### src/rtl/uart_tx_sched.sv
// Arbitrates one UART transmitter between a CPU store FIFO and a debug byte source.
// The UART core has no ready signal, so writes are paced to one frame every BYTE_CYCLES clocks.
module uart_tx_sched #(
  parameter int DEPTH       = 16,
  parameter int BYTE_CYCLES = 8681,
  parameter int CPU_BURST   = 4
) (
  input  logic                     CLK,
  input  logic                     NRST,
  input  logic                     cpu_we,
  input  logic [7:0]               cpu_data,
  output logic                     cpu_full,
  output logic                     ovf,
  input  logic                     dbg_valid,
  input  logic [7:0]               dbg_data,
  output logic                     dbg_ready,
  output logic                     uart_wr,
  output logic [7:0]               uart_dat,
  output logic [$clog2(DEPTH):0]   fifo_count,
  output logic                     idle
);

  localparam int AW = $clog2(DEPTH);
  localparam int CW = $clog2(BYTE_CYCLES);
  localparam int RW = $clog2(CPU_BURST + 1);

  localparam logic [1:0] S_IDLE  = 2'd0;
  localparam logic [1:0] S_ISSUE = 2'd1;
  localparam logic [1:0] S_WAIT  = 2'd2;

  logic [7:0]    mem [DEPTH];
  logic [AW-1:0] wptr, rptr;
  logic [AW:0]   count;
  logic [1:0]    state;
  logic [CW-1:0] wcnt;
  logic [RW-1:0] run;

  logic empty, push, in_idle, grant_cpu, grant_dbg;

  assign empty     = (count == '0);
  assign cpu_full  = (count == (AW+1)'(DEPTH));
  assign push      = cpu_we & ~cpu_full;
  assign in_idle   = (state == S_IDLE);
  // CPU keeps priority until it has used its burst allowance against a waiting debug byte
  assign grant_cpu = in_idle & ~empty & ((run < RW'(CPU_BURST)) | ~dbg_valid);
  assign grant_dbg = in_idle & ~grant_cpu & dbg_valid;

  assign dbg_ready  = grant_dbg;
  assign uart_wr    = (state == S_ISSUE);
  assign fifo_count = count;
  assign idle       = in_idle & empty & ~dbg_valid;

  always_ff @(posedge CLK) begin
    if (push) mem[wptr] <= cpu_data;
  end

  always_ff @(posedge CLK or negedge NRST) begin
    if (!NRST) begin
      wptr  <= '0;
      rptr  <= '0;
      count <= '0;
      ovf   <= 1'b0;
    end else begin
      if (push)      wptr <= wptr + 1'b1;
      if (grant_cpu) rptr <= rptr + 1'b1;
      case ({push, grant_cpu})
        2'b10:   count <= count + 1'b1;
        2'b01:   count <= count - 1'b1;
        default: ;
      endcase
      if (cpu_we && cpu_full) ovf <= 1'b1;
    end
  end

  always_ff @(posedge CLK or negedge NRST) begin
    if (!NRST) begin
      state    <= S_IDLE;
      wcnt     <= '0;
      uart_dat <= 8'h00;
    end else begin
      case (state)
        S_IDLE: begin
          if (grant_cpu) begin
            uart_dat <= mem[rptr];
            state    <= S_ISSUE;
          end else if (grant_dbg) begin
            uart_dat <= dbg_data;
            state    <= S_ISSUE;
          end
        end
        S_ISSUE: begin
          // ISSUE + WAIT + IDLE grant cycle add up to exactly BYTE_CYCLES
          wcnt  <= CW'(BYTE_CYCLES - 3);
          state <= S_WAIT;
        end
        S_WAIT: begin
          if (wcnt == '0) state <= S_IDLE;
          else            wcnt  <= wcnt - 1'b1;
        end
        default: state <= S_IDLE;
      endcase
    end
  end

  always_ff @(posedge CLK or negedge NRST) begin
    if (!NRST) begin
      run <= '0;
    end else if (in_idle) begin
      if (grant_dbg || !dbg_valid)                    run <= '0;
      else if (grant_cpu && run < RW'(CPU_BURST))     run <= run + 1'b1;
    end
  end

endmodule

### config.mk
export PLATFORM = sky130hd
export DESIGN_NAME = uart_tx_sched
export DESIGN_NICKNAME = d
export VERILOG_FILES = /design/src/rtl/uart_tx_sched.sv
export SDC_FILE = /design/constraint.sdc
export NUM_CORES = 1
export LEC_CHECK = 0
export CORE_MARGIN = 2
export CORE_UTILIZATION = 59
export CTS_CLUSTER_DIAMETER = 80
export DETAILED_ROUTE_END_ITERATION = 10
export PLACE_DENSITY = 0.79
export SLEW_MARGIN = 10
export SYNTH_ARGS = -nofsm -noshare
export SYNTH_HDL_FRONTEND = slang
export SYNTH_SLANG_ARGS = --single-unit
### constraint.sdc
create_clock -name CLK -period 4.2 [get_ports CLK]
set_clock_uncertainty 0.15 [all_clocks]
set_input_delay 0.84 -clock CLK [delete_from_list [all_inputs] [get_ports CLK]]
set_output_delay 0.84 -clock CLK [all_outputs]
set_load 0.02 [all_outputs]
# ---- Yosys cells after proc, flatten, opt, wreduce, memory -nomap -nowiden
# Memory sizes are Yosys's and may differ from the RTL's.
# Index checks and enable logic that the tools add are counted.
dict set report op_classes {
  addsub 6
  n_lt_le_gt_ge 1
  eq_ne 8
  muxes 13
  bitwise 12
  reduce_logical 15
}
# op n
set ops {}
lappend ops {{$pmux 14 s2} 1}
lappend ops {{$mux 8} 2}
lappend ops {{$logic_not 14->1} 1}
lappend ops {{$mux 14} 1}
lappend ops {{$sub 14x1->14 const B} 1}
lappend ops {{$pmux 5 s2} 1}
lappend ops {{$add 4x1->4 const B} 2}
lappend ops {{$reduce_and 2->1} 4}
lappend ops {{$reduce_bool 2->1} 4}
lappend ops {{$and 1x1->1} 7}
lappend ops {{$mux 2} 3}
lappend ops {{$mux 3} 2}
lappend ops {{$pmux 2 s3} 1}
lappend ops {{$add 5x1->5 const B} 1}
lappend ops {{$eq 5x5->1 const B} 1}
lappend ops {{$logic_not 5->1} 1}
lappend ops {{$sub 5x1->5 const B} 1}
lappend ops {{$eq 2x1->1 const B} 2}
lappend ops {{$eq 2x2->1 const B} 2}
lappend ops {{$ne 2x2->1 const B} 2}
lappend ops {{$not 1->1} 4}
lappend ops {{$add 3x1->3 const B} 1}
lappend ops {{$lt 3x3->1 const B} 1}
lappend ops {{$ne 3x1->1 const B} 1}
lappend ops {{other kinds (6)} 8}
dict set report word_totals {
  ff_bits 41
  ram_bits 128
  in_bits 20
  out_inout_bits 18
  wordCells 64
  mem_count 1
}
# name words word_bits read_ports rd_clocked_by_memory_dff write_ports line_no
set memory_table {}
lappend memory_table {mem 16 8 1 0 1 31} ;# logic [7:0] mem [DEPTH];

# ---- Logic depth before layout (Yosys ltp)
# Gate-level depths: netlist of run 1.
dict set report depth {
  depth_word 10
  depth_mapped 15
  ltp_nobuf 12
}

# ---- Worst setup path after synthesis of run 1
# OpenSTA, ideal clock, no wires.
dict set report synth_path {
  path_kind {reg-to-reg}
  from {register count[1] (netlist: fifo_count[1])}
  to {register count[4] (netlist: fifo_count[4])}
  setup_ps 80
  arrival_time_ps 3016
  required_time_ps 3970
  setup_slack_ps 954
  path_stages_with_launch 16
  path_buffers 3
  period_less_slack_ps 3246
  path_cell_list {dfrtp_1 > clkbuf_1 > nor4_1 > nand2b_1 > nand3_1 > inv_1 > buf_1 > ha_1 > clkbuf_1 > xor2_1 > ha_1 > inv_1 > o21ai_0 > a21o_1 > a221oi_1 > xor2_1}
}
dict set report synth_via {
  elab_chain_cells 6
  elab_cells_between_ends 13
  classes_between {add/sub: 2; eq/ne: 3; mux: 1; bitwise: 5; reduce/logical: 2}
}
# item line_no
set synth_lines {}
lappend synth_lines {{start: declaration} 33} ;# logic [AW:0] count;
lappend synth_lines {{start signal: assignment} 67} ;# 2'b10: count <= count + 1'b1;
lappend synth_lines {{start signal: assignment} 68} ;# 2'b01: count <= count - 1'b1;
lappend synth_lines {{$logic_not 5->1} 40} ;# assign empty = (count == '0);
lappend synth_lines {{$not 1->1} 45} ;# assign grant_cpu = in_idle & ~empty & ((run < RW'(CPU_BURST)) | ~dbg_valid);
lappend synth_lines {{$and 1x1->1 (2 in a row)} 45}
lappend synth_lines {{$eq 2x1->1 / $eq 2x2->1 (equally long branches)} 66} ;# case ({push, grant_cpu})
lappend synth_lines {{$pmux 5 s2 / $reduce_bool 2->1 (equally long branches)} -}
# Several ways; a longest one is shown, not always the timed one.
# A chain may end at the register's enable or synchronous reset.

# ---- Worst setup path in the final report of run 1
dict set report layout_path {
  from {input port dbg_valid}
  to {output port dbg_ready}
}
dict set report layout_via {
  elab_chain_cells 6
}
# item line_no
set layout_lines {}
lappend layout_lines {{start: declaration} 14} ;# input logic dbg_valid,
lappend layout_lines {{$not 1->1} 45}
lappend layout_lines {{$or 1x1->1} 45}
lappend layout_lines {{$and 1x1->1} 45}
lappend layout_lines {{$not 1->1} 46} ;# assign grant_dbg = in_idle & ~grant_cpu & dbg_valid;
lappend layout_lines {{$and 1x1->1} 46}
lappend layout_lines {{$and 1x1->1 (*)} 46}
lappend layout_lines {{end: declaration} 16} ;# output logic dbg_ready,
# Every way passes the cells marked *; elsewhere a longest branch is shown, timed or not.

==> summary.md, run 1 <==
| Metric | Value |
|---|---|
| Area Overhead vs Synth | `14.8%` |
| Gr usage total | `between 20% and 30%` |
| Total grt overflow | `0` |
| Max stage delay on crit path | `~600 ps` |
| # DRC | `0` |
| Hold Buf Count CTS | `0` |
| Worst IR Drop VDD | `0.409 mV` |
| Fin nets | `522` |
| Post-CTS resize count | `0` |
| Syn_nets | `483` |
| Met1 GRT Util | `between 30% and 40%` |
| Port buffer count | `37` |
| Met2 Resource Use GR | `between 30 and 40%` |
| Drt wl/cell | `roughly 21 um` |
| Crit-path slowest cell | `clkdlybuf4s50_1` |
| Max-slew violations | `0` |
| Chip width | `approximately 110 um` |
| DR iter-0 viols | `440` |
| Starting Density | `around three fifths` |
| Root Buffer | `clkbuf_16` |
| Worst EP arrival | `approximately 2600 ps` |
| Detailed Routing Iterations Pass 1 | `5` |
| CTS buffer count | `17` |
| Area contributors post-synth | `edfxtp_1 (55%), dfrtp_1 (15%), mux4_2 (10%)` |
| GRT busiest layer | `met2` |
| Post-CTS setup buffer count | `0` |
| N_diodes | `0` |
| Crit. End Element | `primary output` |
| Max_cap viols | `0` |
| Gpl congestion | `0.829` |
| Yosys warning total | `0` |
| Buf/Inv on CP | `2` |
| Final HPWL DP | `approximately 8800 um` |
| Post-Syn Instances | `452` |
| Final hold viol count | `0` |
| Commonest non-fill, non-tap cell in the layout | `edfxtp_1` |
| Commonest cells after routing, fill and taps aside | `edfxtp_1 (128), nand2_1 (50), dfrtp_1 (39)` |
| Mux contribution to synthesized area | `a little over a tenth` |
| CP Class | `input pin to primary output` |
| Via Count | `4,133` |
| Post-synthesis xor/xnor area fraction | `about 1.7%` |
| Clock-pin slew on the worst setup and hold paths | `~60 ps` |
| Synth unique cells | `46` |
| Syn avg cell area | `15.6 sq um` |
| WP data required | `3210 ps` |
| Cell family with most CP delay | `buffers and inverters` |
| Complex-gate fraction of the synthesized area | `under 10%` |
| Drt via density | `around 6.4` |
| Worst setup margin | `~640 ps` |
| Hold WS | `around 320 ps` |
| Initial antenna violation count | `0` |
| CP Max Fanout | `7` |
| Kind of start point of the critical path | `input pin` |
| CTS tree | `yes` |
| Synthesized area | `7050 sq um` |
| Post-synthesis adder-cell area fraction | `1.95%` |
| # clock sinks | `approximately 170` |
| Final worst path period share | `84.7%` |
| CORE AREA | `approximately 12,000 sq um` |
| Worst min-delay path class | `flip-flop to flip-flop` |
| Top cell type by total area after synthesis | `edfxtp_1` |
| Total wire length | `~14,000 um` |
| Die Span Y | `between 100 and 150 um` |
| Vias in the first global route | `roughly 4.1k` |
| DP Area | `7540 sq um` |
| Synth top area share | `54.5%` |
| Num ports | `38` |
| Post-Layout Inst Area | `about 8000 sq um` |
| EDFF count, synth | `128` |
| Power per Cell Area | `between 600 and 700 nW/um^2` |
| Yosys reg bits | `between 150 and 200` |
| Cell repeated most along the worst path | `clkdlybuf4s50_1` |
| Proportion of layout cells with a drive suffix above 1 | `14.9%` |
| Worst Max-Slew Pin Slew | `approximately 910 ps` |
| H-tree levels | `4` |
| Relative slew slack | `approximately 39%` |
| First-pass GRT wire length | `about 22,000 um` |
| Die area | `12,800 sq um` |
| Largest net degree at the start of global routing | `42` |
| LEAKAGE | `roughly 2.8 nW` |
| Final Setup Violations | `0` |
| Seq/Total Area, Yosys | `69.1%` |
| Top FF cell, synth | `edfxtp_1` |
| RSZ-0062 raised after global routing | `false` |
| Outcome | `complete, no violations` |
| Simple-Gate Fraction of Synth Area | `roughly 7.6%` |
| Post-route ant nets | `0` |
| Met3 Track Usage GR | `5.62%` |
| Pre-CTS WS | `roughly 560 ps` |
| Cell Rows | `39` |
| Worst skew pair latency | `between 400 and 500 ps` |
| Max Clk Rate | `0.281 GHz` |
| Post-Route Setup TNS | `0 ps` |
| Main combinational cell family by area after synthesis | `multiplexers` |
| Clock Path Buffers | `2` |
| Async SR Flop Fraction | `about a quarter` |
| Min cycle time layout | `between 3000 and 4000 ps` |
| CP Cell Sequence | `clkdlybuf4s50_1, nand2_1, nand3_1, and3_1, clkdlybuf4s50_1` |
==> Yosys cell counts (3+ instances only) <==
cell type    n
xnor2_1      7
nor3_1      11
nor4_1       5
xor2_1       7
clkbuf_1    15
a21oi_1      3
a22oi_1     18
a31oi_1     13
inv_1       10
a211oi_1     3
ha_1        11
nand2b_1     4
nand3_1      4
nor2_1      29
o211ai_1     4
nand4_1      3
mux4_2      32
edfxtp_1   128
buf_2        4
nor2b_1      3
buf_1        4
nand2_1     50
dfrtp_1     41
o21ai_0     12
==> sequential cells by signal (all words and copies together), names as in the netlist <==
| name | cells |
|---|---|
| rptr | 4 |
| mem | 128 |
| state | 2 |
| ovf | 1 |
| wcnt | 14 |
| uart_dat | 8 |
| run | 3 |
| wptr | 4 |
| fifo_count | 5 |
==> metrics by stage <==
| stage | std cells | util [%] | power (mW) |
|---|---|---|---|
| detailed placement | 615 | 65.5 | 4.14 |
| global route | 647 | 70.2 | 5.84 |
| global placement | 615 | 65.5 | 4.07 |
| floorplan | 452 | - | 3.56 |
| finish | 647 | 70.2 | 5.56 |
| CTS | 647 | 70.2 | 5.59 |
==> final timing paths <==
check / from / endpoint / slack (ps) / depth (start not counted)
worst max-delay path: dbg_valid / dbg_ready / 640 / 5
worst min-delay path: ovf / ovf / 320 / 1
worst max register to register: fifo_count[2] / fifo_count[4] / 930 / 12
worst min register to register: ovf / ovf / 320 / 1
max in group asynchronous: NRST / rptr[0] / 2870 / 1
min in group asynchronous: NRST / fifo_count[0] / 390 / 1
==> area by class of cell <==
| type | count | area, sq um |
|---|---|---|
| Clock buffer | 17 | 425 |
| Clock inverter | 15 | 124 |
| Fill cell | 735 | 3430 |
| Inverter | 10 | 37.5 |
| Multi-Input combinational cell | 248 | 2030 |
| Sequential cell | 169 | 4870 |
| Tap cell | 143 | 179 |
| Timing Repair Buffer | 45 | 425 |
==> metal layers <==
layer	wire, um	up-vias
met5	0	-
met4	274	0
met3	987	23
met2	7040	176
met1	5610	2105
li1	-	1829
==> where the power goes <==
| group | total (mW) | internal, mW | switching (mW) |
|---|---|---|---|
| Sequential | 2.34 | 2.08 | 0.266 |
| Clock | 1.44 | 0.813 | 0.629 |
| Combinational | 1.78 | 0.799 | 0.982 |
==> kinds of logic (layout without fill, tap and decap cells) <==
group / count (synthesis) / after routing
AO/OA/AOI/OAI: 68 / 68
XOR/XNOR: 14 / 14
adder cells (fa/ha/maj): 11 / 11
buffers and inverters: 35 / 87
flip-flops: 169 / 169
multiplexers: 36 / 36
AND/OR/NAND/NOR: 119 / 119
Note: power is estimated with default switching activity, not from simulation.
==> run 2: changes to the inputs <==
Settings changed: CORE_UTILIZATION 59 to 54, PLACE_DENSITY 0.79 to 0.76.
Clock period 4.2 ns to 2.95 ns, I/O delays scaled along.
==> summary.md, run 2 (same netlist as run 1, synthesis figures left out) <==
| Metric | Value |
|---|---|
| DP Area | `7750 sq um (+2.8%)` |
| Worst EP arrival | `1950 ps (-620 ps)` |
| Worst IR Drop VDD | `0.620 mV (+52%)` |
| Placed Cells incl. Taps | `662 (+7.6%)` |
| Max_cap viols | `0 (unchanged)` |
| CORE AREA | `12,700 sq um (+10%)` |
| Kind of start point of the critical path | `flip-flop` |
| Worst Max-Slew Pin Slew | `928 ps (+16.4 ps)` |
| Worst min-delay path class | `input pin to async pin` |
| Largest net degree at the start of global routing | `42 (unchanged)` |
| Crit. End Element | `primary output` |
| N_diodes | `0 (unchanged)` |
| CP Class | `flip-flop to primary output` |
| Root Buffer | `clkbuf_16` |
| Via Count | `4,069 (-1.5%)` |
| Final worst path period share | `roughly nine tenths` |
| RSZ-0062 raised after global routing | `false` |
| CP Max Fanout | `9 (+2)` |
| H-tree levels | `4 (unchanged)` |
| Gpl congestion | `0.819 (-1.1%)` |
| Vias in the first global route | `4,145 (+0.80%)` |
| Biggest regs | `mem x128, wcnt x14, uart_dat x8` |
| Final hold viol count | `0 (unchanged)` |
| CTS tree | `yes` |
| R2R setup slack | `260 ps (-670 ps)` |
| Final Setup Violations | `0 (unchanged)` |
| Relative slew slack | `38.1% (-1.1 points)` |
| Proportion of layout cells with a drive suffix above 1 | `18.4% (+3.5 points)` |
| First-pass GRT wire length | `22,900 um (+3.4%)` |
| Top reg by flops | `mem` |
| Total grt overflow | `0 (unchanged)` |
| # clock sinks | `169 (unchanged)` |
| Fin cells | `694 (+7.3%)` |
| Starting Density | `55.6% (-5.6 points)` |
| WP data required | `2210 ps (-1000 ps)` |
| Detailed Routing Iterations Pass 1 | `6 (+1)` |
| Die Span Y | `118 um (+4.4%)` |
| Clock Path Buffers | `2 (unchanged)` |
| Port buffer count | `37 (unchanged)` |
| Cell Rows | `41 (+5.1%)` |
| Num ports | `38 (unchanged)` |
| LEAKAGE | `2.95 nW (+4.6%)` |
| Outcome | `complete, no violations` |
| Die area | `14,000 sq um (+8.9%)` |
| Post-CTS setup buffer count | `0 (unchanged)` |
| Post-route ant nets | `0 (unchanged)` |
| Commonest cells after routing, fill and taps aside | `edfxtp_1 (128), nand2_1 (50), dfrtp_1 (39)` |
| Pwr Total | `8.01 mW (+44%)` |
| Power per Cell Area | `968 nW/um^2 (+41%)` |
| Worst skew pair latency | `430 ps (about the same)` |
| Reg2reg start | `fifo_count[1]` |
| Chip width | `118 um (+4.4%)` |
| Initial antenna violation count | `0 (unchanged)` |
| Final HPWL DP | `9030 um (+2.3%)` |
| Drt via density | `5.86 (-8.2%)` |
| Gr usage total | `22.2% (-1.3 points)` |
| Post-Layout Inst Area | `8280 sq um (+2.4%)` |
| Worst setup margin | `256 ps (-389 ps)` |
| CTS buffer count | `17 (unchanged)` |
| Hold WS | `139 ps (-182 ps)` |
| Pre-CTS WS | `94.8 ps (-463 ps)` |
| Fin nets | `540 (+3.4%)` |
| Commonest non-fill, non-tap cell in the layout | `edfxtp_1` |
| Post-Route Setup TNS | `0 ps (unchanged)` |
| Clock-pin slew on the worst setup and hold paths | `60 ps (about the same)` |
| Max-slew violations | `0 (unchanged)` |
| Max FFs per register | `128 (unchanged)` |
| Max Clk Rate | `between 0.3 and 0.4 GHz` |
| Finished Core Util | `65.3% (-4.9 points)` |
| Post-CTS resize count | `2 (+2)` |
| Area Overhead vs Synth | `17.5%` |
| # DRC | `0 (unchanged)` |
| DR iter-0 viols | `557 (+27%)` |
| Min cycle time layout | `2690 ps` |
| Crit path from | `fifo_count[1]` |
| Hold Buf Count CTS | `0 (unchanged)` |
| Total wire length | `14,200 um (+2.1%)` |
| Drt wl/cell | `20.5 um (-4.8%)` |
==> run 2: path summary, 6_finish.rpt <==
check / endpoint / depth (start not counted)
min in group CLK: ovf / 1
worst min register to register: ovf / 1
worst min-delay path: fifo_count[3] / 1
worst max-delay path: cpu_full / 4
worst max register to register: fifo_count[4] / 12
max in group asynchronous: rptr[0] / 1
==> run 2: critical path: stages, from the launching register on <==
cell and delay (ps):
dfrtp_2 470, nor4_4 290, nand2_1 90, inv_1 70, clkdlybuf4s50_1 600
==> run 2: cell type report <==
cell class / instances / area, sq um
sequential: 169 / 4870
fill: 898 / 4390
multi-input combinational: 248 / 2050
timing repair buffer: 63 / 577
clock buffer: 18 / 429
tap: 172 / 215
clock inverter: 14 / 96.3
inverter: 10 / 37.5
==> run 2: power by group <==
group	total, mW	internal [mW]	leakage [nW]	switching, mW
Combinational	2.78	1.23	1.06	1.55
Sequential	3.23	2.95	1.63	0.275
Clock	2.01	1.08	0.257	0.932
Total	8.01	5.26	2.95	2.75
==> run 2: routing by layer <==
metal | global-route usage [%] | vias up | routed length (um)
met2 | 35.7 | 153 | 7140
met4 | 8.28 | 0 | 300
met3 | 7.14 | 21 | 904
met5 | 0 | - | 0
li1 | - | 1855 | -
met1 | 28.4 | 2040 | 5860
==> run 3: changes to the inputs <==
Settings changed: CORE_ASPECT_RATIO from default to 0.9.
==> summary.md, run 3 (same netlist as run 1, synthesis figures left out) <==
| Metric | Value |
|---|---|
| Num ports | `38 (unchanged)` |
| CP Cell Sequence | `nor4_4, nand2b_1, nand3_2, and3_1, dlygate4sd2_1` |
| Register-to-Register Path Depth | `12 (unchanged)` |
| Final hold viol count | `0 (unchanged)` |
| Outcome | `complete, no violations` |
| # clock sinks | `169 (unchanged)` |
| Die Span Y | `112 um (-5.0%)` |
| CTS tree | `yes` |
| Via Count | `4,116 (+1.2%)` |
| Worst Setup EP | `dbg_ready` |
| Kind of start point of the critical path | `flip-flop` |
| Detailed Routing Iterations Pass 1 | `6 (unchanged)` |
| Drt via density | `5.98 (+2.0%)` |
| Sw frac | `33.7% (-0.62 points)` |
| Crit. End Element | `primary output` |
| Placed Cells incl. Taps | `656 (-0.91%)` |
| Initial antenna violation count | `0 (unchanged)` |
| Worst Max-Slew Pin Slew | `717 ps (-211 ps)` |
| Vias in the first global route | `4,098 (-1.1%)` |
| CTS buffer count | `17 (unchanged)` |
| Final worst path period share | `91.9% (+0.55 points)` |
| Worst min-delay path class | `input pin to async pin` |
| Crit-path slowest cell | `dfrtp_2` |
| Max-slew violations | `0 (unchanged)` |
| Post-CTS setup buffer count | `0 (unchanged)` |
| Total wire length | `14,300 um (+0.81%)` |
| Fin nets | `542 (+0.37%)` |
| # DRC | `0 (unchanged)` |
| CP Max Fanout | `9 (unchanged)` |
| Crit path from | `fifo_count[1]` |
| Hold WS | `45.3 ps (-94.0 ps)` |
| Fin cells | `688 (-0.86%)` |
| Max_cap viols | `0 (unchanged)` |
| R2R setup slack | `260 ps (about the same)` |
| Reg2reg start | `fifo_count[1]` |
| Post-Route Setup TNS | `0 ps (unchanged)` |
| RSZ-0062 raised after global routing | `false` |
| Gpl congestion | `0.861 (+5.1%)` |
| Worst IR Drop VDD | `0.521 mV (-16%)` |
| DR iter-0 viols | `417 (-25%)` |
| Switching power | `2.77 mW (+0.81%)` |
| Combinational share of power | `33.7% (-0.9 points)` |
| Die area | `14,000 sq um (about the same)` |
| CP Class | `flip-flop to primary output` |
| Drt wl/cell | `20.8 um (+1.7%)` |
| Power per Cell Area | `986 nW/um^2 (+1.9%)` |
| Clock Path Buffers | `2 (unchanged)` |
| CORE AREA | `12,700 sq um (+0.51%)` |
| Min cycle time layout | `2710 ps (+16.2 ps)` |
| Top reg by flops | `mem` |
| Relative slew slack | `52.1% (+14 points)` |
| WP data required | `2210 ps (about the same)` |
| Max FFs per register | `128 (unchanged)` |
| Gr usage total | `21.8% (-0.41 points)` |
| Post-Layout Inst Area | `8340 sq um (+0.79%)` |
| Power Internal | `5.45 mW (+3.6%)` |
| Sequential power share | `39.4% (-0.9 points)` |
| Cell Rows | `39 (-4.9%)` |
| Port buffer count | `37 (unchanged)` |
| Worst EP arrival | `1970 ps (+20 ps)` |
| Max Clk Rate | `0.369 GHz (-0.60%)` |
| Post-route ant nets | `0 (unchanged)` |
| Root Buffer | `clkbuf_16` |
| Area Overhead vs Synth | `18.4%` |
| Biggest regs | `mem x128, wcnt x14, uart_dat x8` |
| H-tree levels | `4 (unchanged)` |
| Commonest non-fill, non-tap cell in the layout | `edfxtp_1` |
| LEAKAGE | `2.98 nW (+0.90%)` |
| Reg-to-Reg End | `fifo_count[4]` |
| Largest net degree at the start of global routing | `36 (-14%)` |
| Chip width | `124 um (+5.2%)` |
| Worst skew pair latency | `430 ps (about the same)` |
| Clock-pin slew on the worst setup and hold paths | `60 ps (about the same)` |
| DP Area | `7750 sq um (about the same)` |
| Starting Density | `55.3% (-0.28 points)` |
| Hold Buf Count CTS | `0 (unchanged)` |
| Proportion of layout cells with a drive suffix above 1 | `19.3% (+0.88 points)` |
| Total grt overflow | `0 (unchanged)` |
| Commonest cells after routing, fill and taps aside | `edfxtp_1 (128), nand2_1 (50), dfrtp_1 (39)` |
| Final Setup Violations | `0 (unchanged)` |
| Max stage delay on crit path | `480 ps (-120 ps)` |
| First-pass GRT wire length | `22,900 um (+0.36%)` |
| N_diodes | `0 (unchanged)` |
| Clk pwr share | `26.9% (+1.8 points)` |
| Pwr Total | `8.23 mW (+2.7%)` |
| Final HPWL DP | `9090 um (+0.64%)` |
run 3: through the flow:
step	utilization, %	setup WS, ps
final	65.5	239
after global routing	65.5	86.4
after CTS	65.5	53.4
after detailed placement	60.9	103
after global placement	60.9	154
after floorplan	-	18.9
run 3: worst min-delay path by stage:
stage / startpoint / to / cells after the start / slack (ps)
after floorplan: NRST / fifo_count[0] / 0 / 140
after global placement: ovf / ovf / 1 / 290
after detailed placement: ovf / ovf / 1 / 300
after CTS: NRST / uart_dat[0] / 1 / 60
after global routing: NRST / fifo_count[3] / 1 / 80
final: NRST / fifo_count[3] / 1 / 50
run 3: power groups by stage:
stage	Sequential, mW	Combinational, mW	Clock (mW)
final	3.24	2.77	2.22
after global routing	3.28	3.05	2.35
after CTS	3.23	2.79	2.25
after detailed placement	3.28	2.77	0
after global placement	3.25	2.71	0
after floorplan	3.28	1.86	0
run 3: metal layers:
| metal | wire [um] | track usage, % |
|---|---|---|
| met1 | 6350 | 30.4 |
| met2 | 7040 | 34.5 |
| met3 | 769 | 6.20 |
| met4 | 161 | 5.54 |
| met5 | 0 | 0 |
run 3: critical path: cells and delay by family (launching register included):
family	cells	cell delay (ps)
buffers and inverters	1	320
and+or+nand+nor	4	750
DFF	1	480
run 3: final cells by class:
type | instances | area (sq um)
clock inverters | 14 | 160
fillers | 870 | 4390
inverters | 10 | 37.5
well taps | 164 | 205
flip-flops and latches | 169 | 4870
repair buffers | 65 | 588
clock buffers | 18 | 429
multi-input cells | 248 | 2050
run 3: what timing repair did:
action                                  CTS  global route
endpoints found under the setup margin    3             1
cloned                                    0             0
endpoints found under the hold margin     0             0
resized for setup                         3             1
